**src/rtl/rv32_instructions_pkg.sv**
```systemverilog
// Shared RV32 execution-stage types: divide operation encoding and divider FSM states.
package rv32_instructions_pkg;

  typedef enum logic [1:0] {
    DIV  = 2'd0,
    DIVU = 2'd1,
    REM  = 2'd2,
    REMU = 2'd3
  } div_operation_t;

  typedef enum logic [2:0] {
    IDLE    = 3'd0,
    PREPARE = 3'd1,
    DIVIDE  = 3'd2,
    RESTORE = 3'd3,
    DONE    = 3'd4
  } div_fsm_state_t;

  function automatic logic is_signed_op(input div_operation_t op);
    return (op == DIV) || (op == REM);
  endfunction

  function automatic logic is_rem_op(input div_operation_t op);
    return (op == REM) || (op == REMU);
  endfunction

endpackage

```
**src/rtl/div_restoring_step.sv**
```systemverilog
// One combinational restoring-division step: shift in a dividend bit, trial-subtract the divisor.
// Zero latency; no handshake, the parent FSM sequences the steps.
module div_restoring_step #(
  parameter int DATA_WIDTH = 32
) (
  input  logic [DATA_WIDTH-1:0] rem_in,
  input  logic                  dividend_bit,
  input  logic [DATA_WIDTH-1:0] divisor,
  output logic [DATA_WIDTH-1:0] rem_out,
  output logic                  quotient_bit
);

  logic [DATA_WIDTH:0]   shifted;
  logic [DATA_WIDTH+1:0] diff;
  logic                  unused_diff_msb;

  assign shifted = {rem_in, dividend_bit};
  assign diff    = {1'b0, shifted} - {2'b00, divisor};

  // Top bit of the widened difference is the borrow; either kept value fits in DATA_WIDTH bits.
  assign quotient_bit    = ~diff[DATA_WIDTH+1];
  assign rem_out         = quotient_bit ? diff[DATA_WIDTH-1:0] : shifted[DATA_WIDTH-1:0];
  assign unused_diff_msb = diff[DATA_WIDTH];

endmodule

```
**src/rtl/int_divide_unit.sv**
```systemverilog
// Iterative RV32 divider (DIV/DIVU/REM/REMU), one quotient bit per cycle; DATA_WIDTH+3 cycles, 1 for x/0 and overflow.
// Single operation in flight: ready_o only in IDLE, result held in DONE until ready_i; flush_i discards everything.
module int_divide_unit
  import rv32_instructions_pkg::*;
#(
  parameter int DATA_WIDTH = 32
) (
  input  logic                  clk_i,
  input  logic                  rst_n_i,
  input  logic                  flush_i,
  input  logic                  valid_i,
  output logic                  ready_o,
  input  div_operation_t        operation_i,
  input  logic [DATA_WIDTH-1:0] dividend_i,
  input  logic [DATA_WIDTH-1:0] divisor_i,
  output logic                  valid_o,
  input  logic                  ready_i,
  output logic [DATA_WIDTH-1:0] result_o,
  output logic                  div_by_zero_o
);

  localparam int CNT_W = $clog2(DATA_WIDTH);

  div_fsm_state_t        state;
  div_operation_t        op_q;
  logic [DATA_WIDTH-1:0] dividend_q;
  logic [DATA_WIDTH-1:0] divisor_q;
  logic [DATA_WIDTH-1:0] rem_q;
  logic [CNT_W-1:0]      cnt_q;
  logic                  quot_neg_q;
  logic                  rem_neg_q;

  logic                  div_zero;
  logic                  signed_ovf;
  logic [DATA_WIDTH-1:0] step_rem;
  logic                  step_quot;
  logic [DATA_WIDTH-1:0] quot_fixed;
  logic [DATA_WIDTH-1:0] rem_fixed;

  assign ready_o = (state == IDLE);
  assign valid_o = (state == DONE);

  assign div_zero   = (divisor_i == '0);
  assign signed_ovf = is_signed_op(operation_i)
                      && (dividend_i == {1'b1, {(DATA_WIDTH-1){1'b0}}})
                      && (divisor_i == '1);

  // The quotient is shifted into the dividend register as its bits are consumed.
  div_restoring_step #(.DATA_WIDTH(DATA_WIDTH)) u_step (
    .rem_in       (rem_q),
    .dividend_bit (dividend_q[DATA_WIDTH-1]),
    .divisor      (divisor_q),
    .rem_out      (step_rem),
    .quotient_bit (step_quot)
  );

  assign quot_fixed = quot_neg_q ? -dividend_q : dividend_q;
  assign rem_fixed  = rem_neg_q  ? -rem_q      : rem_q;

  always_ff @(posedge clk_i or negedge rst_n_i) begin
    if (!rst_n_i) begin
      state         <= IDLE;
      op_q          <= DIV;
      dividend_q    <= '0;
      divisor_q     <= '0;
      rem_q         <= '0;
      cnt_q         <= '0;
      quot_neg_q    <= 1'b0;
      rem_neg_q     <= 1'b0;
      result_o      <= '0;
      div_by_zero_o <= 1'b0;
    end else if (flush_i) begin
      state <= IDLE;
    end else begin
      case (state)
        IDLE: begin
          if (valid_i) begin
            op_q          <= operation_i;
            dividend_q    <= dividend_i;
            divisor_q     <= divisor_i;
            div_by_zero_o <= div_zero;
            if (div_zero) begin
              result_o <= is_rem_op(operation_i) ? dividend_i : '1;
              state    <= DONE;
            end else if (signed_ovf) begin
              result_o <= is_rem_op(operation_i) ? '0 : dividend_i;
              state    <= DONE;
            end else begin
              state <= PREPARE;
            end
          end
        end
        PREPARE: begin
          if (is_signed_op(op_q)) begin
            dividend_q <= dividend_q[DATA_WIDTH-1] ? -dividend_q : dividend_q;
            divisor_q  <= divisor_q[DATA_WIDTH-1]  ? -divisor_q  : divisor_q;
          end
          quot_neg_q <= is_signed_op(op_q) && (dividend_q[DATA_WIDTH-1] ^ divisor_q[DATA_WIDTH-1]);
          rem_neg_q  <= is_signed_op(op_q) && dividend_q[DATA_WIDTH-1];
          rem_q      <= '0;
          cnt_q      <= CNT_W'(DATA_WIDTH - 1);
          state      <= DIVIDE;
        end
        DIVIDE: begin
          rem_q      <= step_rem;
          dividend_q <= {dividend_q[DATA_WIDTH-2:0], step_quot};
          if (cnt_q == '0) begin
            state <= RESTORE;
          end else begin
            cnt_q <= cnt_q - CNT_W'(1);
          end
        end
        RESTORE: begin
          result_o <= is_rem_op(op_q) ? rem_fixed : quot_fixed;
          state    <= DONE;
        end
        DONE: begin
          if (ready_i) state <= IDLE;
        end
        default: state <= IDLE;
      endcase
    end
  end

endmodule

```
**config.mk**
```make
export PLATFORM = sky130hd
export DESIGN_NAME = int_divide_unit
export DESIGN_NICKNAME = d
export VERILOG_FILES = /design/src/rtl/rv32_instructions_pkg.sv /design/src/rtl/div_restoring_step.sv /design/src/rtl/int_divide_unit.sv
export SDC_FILE = /design/constraint.sdc
export NUM_CORES = 1
export LEC_CHECK = 0
export CAP_MARGIN = 10
export CORE_ASPECT_RATIO = 1.1
export CORE_UTILIZATION = 25
export DETAILED_ROUTE_END_ITERATION = 8
export GPL_ROUTABILITY_DRIVEN = 0
export REMOVE_ABC_BUFFERS = 1
export SYNTH_ARGS = -nofsm -noshare
export SYNTH_HDL_FRONTEND = slang
export SYNTH_SLANG_ARGS = --single-unit
```
**constraint.sdc**
```tcl
create_clock -name clk_i -period 9.58 [get_ports clk_i]
set_input_delay 1.916 -clock clk_i [delete_from_list [all_inputs] [get_ports clk_i]]
set_output_delay 1.916 -clock clk_i [all_outputs]
set_load 0.05 [all_outputs]
```
* Yosys cells after proc, flatten, opt, wreduce, memory -nomap -nowiden
Index checks and enable logic that the tools add are counted.
** Word-level totals
- Flip-flop bits (word level) :: 141
- Output and inout port bits :: 35
** Cells by class
- $add $sub $neg :: 5
- Equal/unequal tests :: 19
- Multiplexer cells :: 28
- Bitwise operators :: 3
- Reduce and logical (&&, ||, !) cells :: 27
** Operator list (number)
- $mux 32 :: 15
- $pmux 32 s2 :: 3
- $neg 32->32 :: 3
- $pmux 32 s3 :: 1
- $eq 32x32->1 const B :: 2
- $sub 33x32->34 :: 1
- $logic_not 32->1 :: 1
- $mux 3 :: 6
- $pmux 3 s5 :: 1
- $reduce_and 4->1 :: 3
- $ne 2x2->1 const B :: 5
- $pmux 5 s2 :: 1
- $reduce_and 5->1 :: 2
- $reduce_and 3->1 :: 3
- $eq 2x2->1 const B :: 4
- $eq 3x2->1 const B :: 2
- $ne 3x3->1 const B :: 2
- $reduce_bool 2->1 :: 3
- $logic_not 5->1 :: 1
- $mux 5 :: 1
- $sub 5x1->5 const B :: 1
- $logic_and 1x1->1 :: 4
- $logic_not 2->1 :: 2
- $logic_or 1x1->1 :: 4
- 9 further kinds :: 11

* Longest topological paths before layout
- Word-level depth :: 9
- Mapped depth :: 14
- Gate-level depth less buffers :: 13

* Modules after synthesis
Synthesis repeated with hierarchy kept, for this count alone.
** Unflattened totals
- Cells, all modules :: 1438
- Area total of the unflattened synthesis :: 11288.3 um^2
** Modules (own cells, without submodules)
- int_divide_unit :: times used 1, cells each 1069, area each 8938.6 um^2, seq. area each 3528.4 um^2
- div_restoring_step :: times used 1, cells each 369, area each 2349.8 um^2, seq. area each 0.0 um^2

* Worst setup path after synthesis
Ideal clock, no wire load.
- Path kind :: input-to-reg
- Start point :: in dividend_i[24]
- End point :: reg result_o[15]
- Library setup time :: 83 ps
- Arrival time :: 4118 ps
- Data required time :: 9497 ps
- Setup slack :: 5379 ps
- Stages :: 10
- Buffers on the path :: 1
- Path through :: or4_1 nor4_1 nand4_1 nor4_1 a21o_1 nor2b_1 a21boi_1 clkbuf_1 o221ai_1 o21ai_0
** Between the ends
- Word-level cells in the longest chain between the ends :: 5
** Ends and longest elaborated chain
- start: declaration :: RTL line int_divide_unit.sv:14 : input logic [DATA_WIDTH-1:0] dividend_i,
- $eq 32x32->1 :: RTL line int_divide_unit.sv:45 : && (dividend_i == {1'b1, {(DATA_WIDTH-1){1'b0}}})
- $logic_and 1x1->1 :: RTL line int_divide_unit.sv:45
- $logic_and 1x1->1 :: RTL line int_divide_unit.sv:46 : && (divisor_i == '1);
- $ne 3x1->1 (no source line)
- $reduce_and 4->1 (no source line)
- end signal: assignment :: RTL line int_divide_unit.sv:83 : result_o <= is_rem_op(operation_i) ? dividend_i : '1;
- end signal: assignment :: RTL line int_divide_unit.sv:86 : result_o <= is_rem_op(operation_i) ? '0 : dividend_i;
- end signal: assignment :: RTL line int_divide_unit.sv:114 : result_o <= is_rem_op(op_q) ? rem_fixed : quot_fixed;
- end: declaration :: RTL line int_divide_unit.sv:18 : output logic [DATA_WIDTH-1:0] result_o,
Every way passes these cells.
A chain may end at the register's enable or synchronous reset.

* Worst setup path after layout
- Start point :: in divisor_i[12]
- End point :: reg result_o[17]
** Between the ends
- Word-level cells in the longest chain between the ends :: 4
- Elaborated cells between the ends (all ways) :: 8
- Those cells by class :: eq/ne (2); mux (3); reduce/logical (3)
** Ends and longest elaborated chain
- start: declaration :: RTL line int_divide_unit.sv:15 : input logic [DATA_WIDTH-1:0] divisor_i,
- $eq 32x32->1 or $logic_not 32->1 (tied branches) :: RTL line int_divide_unit.sv:46, int_divide_unit.sv:43
- $logic_and 1x1->1 or $mux 32 (tied branches) :: RTL line int_divide_unit.sv:46, int_divide_unit.sv:82
- $ne 3x1->1 (no source line) or $mux 32 (tied branches)
- $reduce_and 4->1 (no source line) or $pmux 32 s2 (tied branches)
Several ways; a longest one is shown, not always the timed one. The select of a mux whose other input is x is not followed.

==> impl_metrics.toml <==
[outcome]
status = "completed"

[synth]
yosysTopAreaCellShare = 0.327
synthSimpleGateAreaFrac = 0.221
syn_inst = 1379
ys_ff_latch = 141
synth_mux_area_frac = 0.0278
synth.largest_area_cell = "dfrtp_1"
synth_top_family_by_area = "compound AO/OA/AOI/OAI gates"
synth_adder_area_share = 0.0458
synth-compound-area-share = 0.257
ys_types = 67
synth_edf_count = 0
synthFlopType = "dfrtp_1"
avgSynthCellArea_um2 = 7.84
synth.area.top_cells = "dfrtp_1 33%, o21ai_0 8.9%, nand2_1 6.3%"
async_reset_ff_frac = 1.00
yosysWarnings = 0
synth_xor_area_frac = 0.0705
syn_area_um2 = 10800
seq_area_frac_synth = 0.327

[power_and_ir_drop]
leakagePower_nw = 5.33
p_per_area_nw_per_um2 = 303
max-vdd-ir-drop_v = 0.000158
finalPower_w = 0.00393

[critical_path]
reg2reg_to = "rem_q[1]"
path_max_fanout = 14
r2r_setup_slack_ps = 5730
critical_path_arrival_ps = 5490
r2r_cells = 12
r2r_start = "dividend_q[31]"
worstSetupStartpointType = "primary input"
end_kind = "flop"
setup.worst_path.class = "primary input to flop"
worstPathRequired_ps = 9930

[min_path]
worstHoldStart = "result_o[13]"
hp-class = "flop to flop"
hold_end = "result_o[13]"
holdPathStages = 2

[final_layout]
area_growth_pct = 20.0
final_common_cell = "o21ai_0"
utilization = 0.305
insertedDiodeCount = 0
final_cell_mix = "193 x o21ai_0, 182 x nand2_1, 141 x dfrtp_1"
fillers = 4520
drive_gt1_frac = 0.0453
nets = 1533
final_cell_count_no_fill = 2002

[clocking]
clockRootBuffer = "clkbuf_16"
cts_tree = "built"
cts_resized = 0
cts_buffers = 17
clock_sink_count = 141
clk_pin_slew_ps = 60
worstSkewPairLatency_ps = 440
postCtsSetupRepairBufs = 0
cts_buffer_depth = 2
hold_buffers = 0
htreeDepth = 4

[die]
initial_core_util = 0.254
core-area_um2 = 42500
dieArea_um2 = 44100
die_x_um = 200
fp.dieH_um = 220
io_pins = 106
rows = 79

[run]
drv_cap = 0

[timing]
maxSlewViolCount = 0
clock.fmax_mhz = 195
period_needed_ps = 5140
tightest_slew_ps = 1260
finalHoldViolations = 0
tns_ps = 0
slew_headroom = 0.157
setup_viol = 0
skew_ps = 16.1
finalCritPeriodShare = 0.536
rsz0062_at_grt = "false"

[global_route]
grt_max_degree = 88
antenna_found_initial = 1
grt-busiest-layer = "met2"
use_met3 = 0.0402
grtUsageMet1 = 0.244
gr-usage-all-layers = 0.172
met2_usage = 0.264
overflow = 0
first_global_vias = 10000
grt_first_pass_wirelength_um = 59400

[route]
wl_per_cell_um = 19.0
drt_pass1_iterations = 8
drtAntennaViolNets = 0
vias_per_cell = 5.41
wl_um = 38000
drc_errors = 0
drtIter0Drc = 1100
vias = 10800

[placed_design]
port_buffers = 105
place_inst = 1970
dpl.hpwl_um = 28000
## where the power goes
group	switching [W]	internal [W]	total (W)	leakage [nW]
Sequential	0.000313	0.000806	0.00112	1.81
Clock	0.000273	0.000453	0.000727	0.300
Combinational	0.00132	0.000768	0.00209	3.21
Total	0.00190	0.00203	0.00393	5.33
## cell families (layout without fill, tap and decap cells)
| logic type | Yosys count | after routing |
|---|---|---|
| and+or+nand+nor | 502 | 502 |
| AOI/OAI and AO/OA | 437 | 437 |
| buffers and inverters | 143 | 199 |
| DFF | 141 | 141 |
| xor gates and xnor gates | 87 | 87 |
| adders and majority gates | 39 | 39 |
| muxes | 30 | 30 |
## state kept, by name, indices dropped and copies added, names as in the netlist
| register | count |
|---|---|
| divisor_q | 32 |
| dividend_q | 32 |
| div_by_zero_o | 1 |
| rem_neg_q | 1 |
| op_q | 2 |
| cnt_q | 5 |
| rem_q | 32 |
| result_o | 32 |
| state | 3 |
| quot_neg_q | 1 |
## critical path: stages
cell	delay, ps
clkdlybuf4s50_1	510
nand4_1	170
nor4_1	830
nand4_1	220
nor4_1	340
a21o_1	180
nor2b_1	140
a21boi_2	600
buf_8	230
o221ai_1	120
o21ai_0	200
## through the flow
step / hold slack (ps) / area (um^2) / setup slack (ps)
2_1_floorplan: 463 / 10400 / 4680
3_3_place_gp: 460 / 12300 / 3810
3_5_place_dp: 456 / 12300 / 3690
4_1_cts: 469 / 13000 / 4120
5_1_grt: 498 / 13000 / 4170
6_report: 463 / 13000 / 4440
## layout make-up
class,instances,area [um^2],share of cell area
well taps,567,709,0.0547
flip-flops and latches,141,3530,0.272
inverters,50,188,0.0145
clock inverters,11,165,0.0127
clock buffers,20,467,0.0360
repair buffers,118,1160,0.0892
multi-input cells,1095,6760,0.521
## synthesized netlist by cell type (all sizes together), types with 22 or more instances
cell type  instances
xor2              22
o221ai            23
nand2            182
xnor2             65
or3               23
nor2             118
dfrtp            141
clkbuf            84
nor4              26
inv               50
o21ai            198
mux2i             30
nor3              48
a21oi             63
ha                38
## routing by layer
layer | vias up | wire length (um)
li1 | 5164 | -
met1 | 5158 | 17500
met2 | 467 | 16700
met3 | 39 | 3220
met4 | 0 | 479
met5 | - | 0
## worst max-delay path by stage
stage                     cells past startpoint           end     startpoint
after floorplan                              10      rem_q[0]       rem_q[0]
after global placement                       10  result_o[23]  divisor_i[12]
after detailed placement                     10  result_o[15]  divisor_i[12]
after CTS                                    10  result_o[15]  divisor_i[12]
after global routing                         11  result_o[17]  divisor_i[12]
final                                        11  result_o[17]  divisor_i[12]
Note: power is estimated with default switching activity, not from simulation.
